## config.mk

```make
export PLATFORM = sky130hd
export DESIGN_NAME = shift_deserializer_flat
export DESIGN_NICKNAME = d
export VERILOG_FILES = /design/src/rtl/shift_deserializer_if.sv /design/src/rtl/shift_deserializer.sv /design/src/flat_wrapper.sv
export SDC_FILE = /design/constraint.sdc
export NUM_CORES = 1
export LEC_CHECK = 0
export ABC_AREA = 1
export BUFFER_PORTS_ARGS = -buffer_cell sky130_fd_sc_hd__buf_4
export CORE_UTILIZATION = 57
export CTS_CLUSTER_DIAMETER = 30
export DETAILED_ROUTE_END_ITERATION = 8
export GPL_TIMING_DRIVEN = 0
export PLACE_DENSITY = 0.94
export RECOVER_POWER = 100
export SLEW_MARGIN = 20
export SYNTH_ARGS = -nofsm -noshare
export SYNTH_HDL_FRONTEND = slang
export SYNTH_SLANG_ARGS = --single-unit
export TNS_END_PERCENT = 30
```

## constraint.sdc

```tcl
create_clock -name clk -period 2.6 [get_ports clk]
set_input_delay 0.26 -clock clk [delete_from_list [all_inputs] [get_ports clk]]
set_output_delay 0.26 -clock clk [all_outputs]
set_load 0.02 [all_outputs]
```

## src/rtl/shift_deserializer_if.sv

```systemverilog
// Handshake and data bundle between a serial-bit producer and shift_deserializer.
// The DUT sits on the slave modport; whoever drives the serial stream uses master.
interface shift_deserializer_if #(
    parameter int unsigned WIDTH = 8
);
    localparam int unsigned CNT_W = $clog2(WIDTH) + 1;

    logic             start;
    logic             stop;
    logic             dir;
    logic             sin;
    logic             sin_valid;
    logic             dout_ready;
    logic             clr_ovr;
    logic [WIDTH-1:0] dout;
    logic             dout_valid;
    logic             overrun;
    logic             busy;
    logic [CNT_W-1:0] bit_cnt;

    modport master (
        output start,
        output stop,
        output dir,
        output sin,
        output sin_valid,
        output dout_ready,
        output clr_ovr,
        input  dout,
        input  dout_valid,
        input  overrun,
        input  busy,
        input  bit_cnt
    );

    modport slave (
        input  start,
        input  stop,
        input  dir,
        input  sin,
        input  sin_valid,
        input  dout_ready,
        input  clr_ovr,
        output dout,
        output dout_valid,
        output overrun,
        output busy,
        output bit_cnt
    );
endinterface

```

## src/rtl/shift_deserializer.sv

```systemverilog
// Serial-to-parallel deserializer with selectable bit order, a one-word output
// register with valid/ready handoff, and a sticky overrun flag for dropped words.
module shift_deserializer #(
    parameter int unsigned WIDTH = 8
) (
    input logic                  clk,
    input logic                  rst_n,
    shift_deserializer_if.slave  bus
);
    localparam int unsigned CNT_W = $clog2(WIDTH) + 1;

    localparam logic [0:0] SHIFT_IDLE = 1'b0;
    localparam logic [0:0] SHIFT_RX   = 1'b1;

    localparam logic [CNT_W-1:0] LAST_BIT = CNT_W'(WIDTH - 1);

    logic [0:0]       state_q, state_d;
    logic [CNT_W-1:0] cnt_q, cnt_d;
    logic [WIDTH-1:0] shreg_q, shreg_d;
    logic             dir_q, dir_d;
    logic [WIDTH-1:0] dout_q, dout_d;
    logic             valid_q, valid_d;
    logic             ovr_q, ovr_d;

    logic [WIDTH-1:0] shifted;
    logic             deliver;
    logic             ovr_event;

    // Candidate register contents if the incoming bit were accepted this cycle.
    always_comb begin
        if (dir_q) begin
            shifted = {shreg_q[WIDTH-2:0], bus.sin};
        end else begin
            shifted = {bus.sin, shreg_q[WIDTH-1:1]};
        end
    end

    // Frame control: stop beats start, start beats bit acceptance.
    always_comb begin
        state_d = state_q;
        cnt_d   = cnt_q;
        shreg_d = shreg_q;
        dir_d   = dir_q;
        deliver = 1'b0;

        if (bus.stop) begin
            state_d = SHIFT_IDLE;
            cnt_d   = '0;
            shreg_d = '0;
        end else if (bus.start) begin
            state_d = SHIFT_RX;
            cnt_d   = '0;
            shreg_d = '0;
            dir_d   = bus.dir;
        end else if (state_q == SHIFT_RX && bus.sin_valid) begin
            shreg_d = shifted;
            if (cnt_q == LAST_BIT) begin
                deliver = 1'b1;
                cnt_d   = '0;
            end else begin
                cnt_d = cnt_q + CNT_W'(1);
            end
        end
    end

    // Output word register; a completed word never overwrites an unconsumed one.
    always_comb begin
        dout_d    = dout_q;
        valid_d   = valid_q;
        ovr_event = 1'b0;

        if (deliver) begin
            if (!valid_q || bus.dout_ready) begin
                dout_d  = shifted;
                valid_d = 1'b1;
            end else begin
                ovr_event = 1'b1;
            end
        end else if (valid_q && bus.dout_ready) begin
            valid_d = 1'b0;
        end

        if (ovr_event) begin
            ovr_d = 1'b1;
        end else if (bus.clr_ovr) begin
            ovr_d = 1'b0;
        end else begin
            ovr_d = ovr_q;
        end
    end

    always_ff @(posedge clk or negedge rst_n) begin
        if (!rst_n) begin
            state_q <= SHIFT_IDLE;
            cnt_q   <= '0;
            shreg_q <= '0;
            dir_q   <= 1'b0;
            dout_q  <= '0;
            valid_q <= 1'b0;
            ovr_q   <= 1'b0;
        end else begin
            state_q <= state_d;
            cnt_q   <= cnt_d;
            shreg_q <= shreg_d;
            dir_q   <= dir_d;
            dout_q  <= dout_d;
            valid_q <= valid_d;
            ovr_q   <= ovr_d;
        end
    end

    assign bus.dout       = dout_q;
    assign bus.dout_valid = valid_q;
    assign bus.overrun    = ovr_q;
    assign bus.busy       = (state_q == SHIFT_RX);
    assign bus.bit_cnt    = cnt_q;
endmodule
```

## src/flat_wrapper.sv

```systemverilog
// flat-port wrapper written by rule: the top's interface ports become plain ports
module shift_deserializer_flat 
#(
    parameter int unsigned WIDTH = 8
)
  (clk, rst_n, bus_start, bus_stop, bus_dir, bus_sin, bus_sin_valid, bus_dout_ready, bus_clr_ovr, bus_dout, bus_dout_valid, bus_overrun, bus_busy, bus_bit_cnt);
  shift_deserializer_if #(.WIDTH(WIDTH)) bus_i ();
  input logic clk;
  input logic rst_n;
  input wire logic [$bits(bus_i.start)-1:0] bus_start;
  input wire logic [$bits(bus_i.stop)-1:0] bus_stop;
  input wire logic [$bits(bus_i.dir)-1:0] bus_dir;
  input wire logic [$bits(bus_i.sin)-1:0] bus_sin;
  input wire logic [$bits(bus_i.sin_valid)-1:0] bus_sin_valid;
  input wire logic [$bits(bus_i.dout_ready)-1:0] bus_dout_ready;
  input wire logic [$bits(bus_i.clr_ovr)-1:0] bus_clr_ovr;
  output wire logic [$bits(bus_i.dout)-1:0] bus_dout;
  output wire logic [$bits(bus_i.dout_valid)-1:0] bus_dout_valid;
  output wire logic [$bits(bus_i.overrun)-1:0] bus_overrun;
  output wire logic [$bits(bus_i.busy)-1:0] bus_busy;
  output wire logic [$bits(bus_i.bit_cnt)-1:0] bus_bit_cnt;
  assign bus_i.start = bus_start;
  assign bus_i.stop = bus_stop;
  assign bus_i.dir = bus_dir;
  assign bus_i.sin = bus_sin;
  assign bus_i.sin_valid = bus_sin_valid;
  assign bus_i.dout_ready = bus_dout_ready;
  assign bus_i.clr_ovr = bus_clr_ovr;
  assign bus_dout = bus_i.dout;
  assign bus_dout_valid = bus_i.dout_valid;
  assign bus_overrun = bus_i.overrun;
  assign bus_busy = bus_i.busy;
  assign bus_bit_cnt = bus_i.bit_cnt;
  shift_deserializer #(.WIDTH(WIDTH)) u_core (.clk(clk), .rst_n(rst_n), .bus(bus_i));
endmodule
```

Yosys cells after proc, flatten, opt, wreduce, memory -nomap -nowiden
Index checks and enable logic that the tools add are counted.
{"block": "word_totals", "input_bits": 9, "wordCells": 43, "output_inout_bits": 15, "reg_bits": 24}
{"block": "op_classes", "reduce_logical": 11, "eq_ne": 2, "n_addsub": 1, "n_bitwise": 1, "n_mux": 21}
{"operator": "$mux W8", "n": 4}
{"operator": "$mux W4", "n": 4}
{"operator": "$mux W1", "n": 13}
{"operator": "$reduce_and A2 Y1", "n": 3}
{"operator": "$reduce_bool A2 Y1", "n": 3}
{"operator": "$add A4 B1 Y4 const B", "n": 1}
{"operator": "$eq A4 B3 Y1 const B", "n": 1}
{"operator": "$reduce_bool A3 Y1", "n": 1}
{"operator": "$logic_and A1 B1 Y1", "n": 2}
{"operator": "$ne A2 B2 Y1 const B", "n": 1}
{"operator": "$logic_not A1 Y1", "n": 1}
{"operator": "$logic_or A1 B1 Y1", "n": 1}
{"operator": "$not A1 Y1", "n": 1}

Longest topological paths before layout
{"block": "logic_depth", "depth_word": 7, "mapped_depth": 7, "ltp_nobuf": 6}

Worst setup path before layout
Ideal clock, no wire load.
{"block": "synth_timing", "path_kind": "register to register", "from": "register u_core.cnt_q[1], in the netlist u_core.bus.bit_cnt[1]", "to": "register u_core.cnt_q[0], in the netlist u_core.bus.bit_cnt[0]", "period_less_slack_ps": 1319, "setup_ps": 117, "required_time_ps": 2483, "stages_incl_launch_ff": 8, "slack_ps": 1281, "t_arrival_ps": 1203, "n_path_buf": 1, "path_cell_list": "dfrtp_1 > ha_1 > nand2_1 > nor2_2 > buf_6 > nor2_1 > nor2_1 > nor2_1"}
{"block": "synth_via", "elab_chain_len": 5}
{"element": "from (decl)", "line": "shift_deserializer.sv:18", "text": "logic [CNT_W-1:0] cnt_q, cnt_d;"}
{"element": "from (signal assigned)", "line": "shift_deserializer.sv:103", "text": "cnt_q <= cnt_d;"}
{"element": "$eq A4 B3 Y1", "line": "shift_deserializer.sv:57", "text": "if (cnt_q == LAST_BIT) begin"}
{"element": "$mux W4", "line": "shift_deserializer.sv:57"}
{"element": "$mux W4", "line": "shift_deserializer.sv:55", "text": "end else if (state_q == SHIFT_RX && bus.sin_valid) begin"}
{"element": "$mux W4", "line": "shift_deserializer.sv:50", "text": "end else if (bus.start) begin"}
{"element": "$mux W4", "line": "shift_deserializer.sv:46", "text": "if (bus.stop) begin"}
Every way passes these cells. The select of a mux whose other input is x is not followed.
A chain may end at the register's enable or synchronous reset.

Final worst setup path
{"block": "layout_timing", "from": "register u_core.cnt_q[0], in the netlist u_core.bus.bit_cnt[0]", "to": "register u_core.cnt_q[3], in the netlist u_core.bus.bit_cnt[3]"}
{"block": "layout_via", "elab_chain_len": 5}
{"element": "$add A4 B1 Y4 or $eq A4 B3 Y1 (tied branches)", "line": "shift_deserializer.sv:61, shift_deserializer.sv:57"}
{"element": "$mux W4 (*)", "line": "shift_deserializer.sv:57"}
{"element": "$mux W4 (*)", "line": "shift_deserializer.sv:55"}
{"element": "$mux W4 (*)", "line": "shift_deserializer.sv:50"}
{"element": "$mux W4 (*)", "line": "shift_deserializer.sv:46"}
Every way passes the cells marked *; elsewhere a longest branch is shown, timed or not. The select of a mux whose other input is x is not followed.

==> out/results.md <==
| Parameter | Value | Unit |
|---|---|---|
| Net switching fraction of the power | 27.3 | % |
| Clock edge transition at the registers on the reported setup and hold paths | 0.12 | ns |
| Signal arrival time at the worst endpoint | 1.84 | ns |
| Number of antenna violations at the first check in global routing | 0 | - |
| Net total in the final layout | 184 | - |
| CTS max path bufs | 2 | - |
| Setup crit start kind | flip-flop | - |
| Ratio of final minimum period to clock period | 63.1 | % |
| Reported net switching power | 175 | uW |
| FF-to-FF Start | u_core.bus.bit_cnt[0] | - |
| Clock net sink count | 24 | - |
| Clock insertion delay at the later pin of the skew report | 0.30 | ns |
| Via count of the first global-routing pass | 902 | - |
| Effective utilization at floorplan | 63.5 | % |
| Transition time at the pin with the least slew margin | 1.25 | ns |
| Worst relative slew slack | 16.3 | % |
| Share of layout cells above drive strength 1 | 9.88 | % |
| Cell-internal power | 467 | uW |
| Number of nets produced by synthesis | 155 | - |
| Vias after detailed routing | 1,033 | - |
| Cell Pwr Density | 487 | nW/um^2 |
| Post-synthesis instance area | 1160 | sq um |
| Initial DRC count | 45 | - |
| Share of synthesized area occupied by flip-flops and latches | 51.9 | % |
| Fin. Hold Viols | 0 | - |
| DRC violations left | 0 | - |
| Slack of the worst reg-to-reg path | 0.96 | ns |
| MaxCap Viol Count | 0 | - |
| Yosys top cell by area | sky130_fd_sc_hd__dfrtp_1 | - |
| Number of post-CTS setup repair buffers | 0 | - |
| Unrepaired setup endpoints after global routing | no | - |
| Worst hold start | bus_clr_ovr | - |
| FF-to-FF path depth | 7 | - |
| Average detailed-routed wire length per instance | 12.1 | microns |
| CTS H-tree lvls | 1 | - |
| Yosys warns | 0 | - |
| Signed area change from the synthesized netlist to the final layout | 14.0 | % |
| Yosys cell types | 21 | - |
| Worst hold slack | 0.176 | ns |
| Type of the most critical hold path | input port to flip-flop | - |
| Synthesized flop and latch total | 24 | - |
| Min-Delay Path Depth | 4 | - |
| Count of standard-cell rows | 15 | - |
| First-pass GRT wire length | 3.80 | mm |
| Clock group share of total power | 24.1 | % |
| Detailed-routing iteration count for the pre-antenna-repair pass | 4 | - |
| GRT Util Overall | 25.3 | % |
| Mapped Cells | 145 | - |
| Most frequent cells in the layout | 80 x sky130_fd_sc_hd__nand2_1, 24 x sky130_fd_sc_hd__dfrtp_1, 20 x sky130_fd_sc_hd__clkbuf_1 | - |
| Vias per Instance | 5.24 | - |
| Floorplan Core Area | 1820 | sq um |
| Final GP Congestion | 0.834 | - |
| Mean instance size in the synthesized netlist | 7.97 | sq um |
| Worst Setup Path Type | flip-flop to flip-flop | - |
| Overflow left after global routing | 0 | - |
| Minimum period implied by the final worst setup slack | 1.64 | ns |
| Width of the die | 47.0 | microns |
| Commonest non-fill, non-tap cell in the layout | sky130_fd_sc_hd__nand2_1 | - |
| Die Y | 47.0 | microns |
| Worst-case hold path end point | u_core.bus.overrun | - |
| Number of max-slew violations in the final report | 0 | - |
| Pin count of the biggest net entering global routing | 25 | - |
| Fraction of power consumed by sequential logic | 62.0 | % |
| WP data required | 2.80 | ns |
| Maximum vdd drop | 0.000316 | V |
| Critical path endpoint category | flip-flop | - |
| Critical R2R Capture | u_core.bus.bit_cnt[3] | - |
| Setup violation total in the final timing report | 0 | - |
| Die Footprint | 2210 | sq um |
| Final WL | 2.38 | mm |
| Antenna fix cells | 0 | - |
| Setup TNS | 0 | ns |
| Outcome | finished, final reports clean | - |
| Worst Path Max Fanout | 10 | - |
| Count of pins on the block boundary | 24 | - |
| Total leakage power | 0.000748 | uW |
| Combinational group share of total power | 13.9 | % |
| Total half-perimeter wirelength after legalization and detailed placement | 1.79 | mm |
| Timing-limited maximum frequency | 609 | MHz |
| Clock buffers created by TritonCTS | 3 | - |
| Port-buffer cells | 23 | - |
| Setup Skew | 0.00610 | ns |
| Power Total | 642 | uW |
| Proportion of netlist area held by the largest area contributor | 51.9 | % |
| Fill cell total of the finished layout | 161 | - |
| CTS tree | yes | - |
| Largest cells by area after synthesis | sky130_fd_sc_hd__dfrtp_1 52%, sky130_fd_sc_hd__nand2_1 26%, sky130_fd_sc_hd__nand4_1 4.9%, sky130_fd_sc_hd__inv_1 2.3%, sky130_fd_sc_hd__buf_6 1.9% | - |
| Count of antenna-violating nets left after detailed routing | 0 | - |
| Cell at the root of the clock tree | sky130_fd_sc_hd__clkbuf_4 | - |
-- cell usage after synthesis --
master / instances
sky130_fd_sc_hd__nand3_1: 1
sky130_fd_sc_hd__buf_2: 1
sky130_fd_sc_hd__ha_1: 1
sky130_fd_sc_hd__clkbuf_1: 1
sky130_fd_sc_hd__nand2_2: 3
sky130_fd_sc_hd__a21oi_1: 1
sky130_fd_sc_hd__clkinv_1: 1
sky130_fd_sc_hd__buf_4: 1
sky130_fd_sc_hd__buf_6: 2
sky130_fd_sc_hd__dfrtp_1: 24
sky130_fd_sc_hd__nor2_8: 1
sky130_fd_sc_hd__nor2_1: 6
sky130_fd_sc_hd__nand4_1: 9
sky130_fd_sc_hd__nand2_1: 80
sky130_fd_sc_hd__nand3_2: 1
sky130_fd_sc_hd__xnor2_1: 1
sky130_fd_sc_hd__inv_1: 7
sky130_fd_sc_hd__o21ai_0: 1
sky130_fd_sc_hd__o21bai_1: 1
sky130_fd_sc_hd__nor2_2: 1
sky130_fd_sc_hd__o21ai_2: 1
-- area by class of cell --
| class | instances | area (sq um) | share of cell area [%] |
|---|---|---|---|
| plain buffers | 5 | 26.3 | 1.99 |
| well taps | 25 | 31.3 | 2.37 |
| inverters | 8 | 30.0 | 2.28 |
| multi-input cells | 108 | 484 | 36.8 |
| flip-flops and latches | 24 | 601 | 45.6 |
| repair buffers | 24 | 123 | 9.31 |
| clock buffers | 3 | 22.5 | 1.71 |
-- repair_timing --
item	CTS	global route
setup endpoints to repair	0	0
resized for setup	0	0
hold endpoints to repair	24	0
hold buffers	1	0
-- cell families after synthesis --
logic type	Yosys count	share of synthesized area (%)
AO/OA/AOI/OAI	4	2.27
XOR/XNOR	1	0.758
adder cells (fa/ha/maj)	1	1.08
buffers and inverters	13	5.95
flip-flops	24	51.9
AND/OR/NAND/NOR	102	38.0
-- worst max path at each step --
stage / from / end / slack, ns / cells after the start
detailed placement: u_core.bus.bit_cnt[0] / u_core.bus.dout[1] / 1.31 / 6
global placement: u_core.bus.bit_cnt[0] / u_core.bus.bit_cnt[0] / 1.35 / 7
CTS: u_core.bus.bit_cnt[0] / u_core.bus.bit_cnt[3] / 1.27 / 7
finish: u_core.bus.bit_cnt[0] / u_core.bus.bit_cnt[3] / 0.96 / 7
floorplan: u_core.bus.bit_cnt[1] / u_core.bus.bit_cnt[0] / 1.28 / 7
global route: u_core.bus.bit_cnt[0] / u_core.bus.bit_cnt[0] / 0.80 / 7
-- registers in the layout (all words and copies together), names as in the netlist --
register               cells
u_core.bus.overrun         1
u_core.bus.bit_cnt         4
u_core.shreg_q             8
u_core.bus.dout            8
u_core.bus.busy            1
u_core.dir_q               1
u_core.bus.dout_valid      1
-- power by group through the flow --
stage / Sequential [uW] / Clock (uW) / Combinational [uW]
floorplan: 414 / 0 / 45.3
global placement: 404 / 0 / 95.0
detailed placement: 405 / 0 / 97.6
CTS: 398 / 160 / 99.2
global route: 400 / 174 / 100
finish: 398 / 155 / 89.0
-- stage by stage --
step,cell area (sq um),instances,utilization [%],setup WS (ns)
after detailed placement,1360,193,74.7,1.31
after global routing,1320,197,72.4,0.801
after floorplan,1160,145,-,1.28
after global placement,1360,193,74.7,1.35
final,1320,197,72.4,0.958
after CTS,1390,197,76.5,1.27
-- per-layer routing --
layer  wire [microns]  vias up  track usage, %
met5                0        -               0
met4               52        0            12.0
met3              134        7            4.23
met2             1210       37            43.1
met1              981      476            31.4
li1                 -      513               -
-- critical path, cell delays in order (launching register included) --
cell and delay [ns]:
sky130_fd_sc_hd__dfrtp_1 0.44, sky130_fd_sc_hd__ha_1 0.21, sky130_fd_sc_hd__nand2_1 0.06, sky130_fd_sc_hd__nor2_1 0.15
sky130_fd_sc_hd__clkbuf_1 0.40, sky130_fd_sc_hd__nor2_1 0.13, sky130_fd_sc_hd__nand3_1 0.09, sky130_fd_sc_hd__nand2_1 0.06
Power figures use the tool's default switching activity.
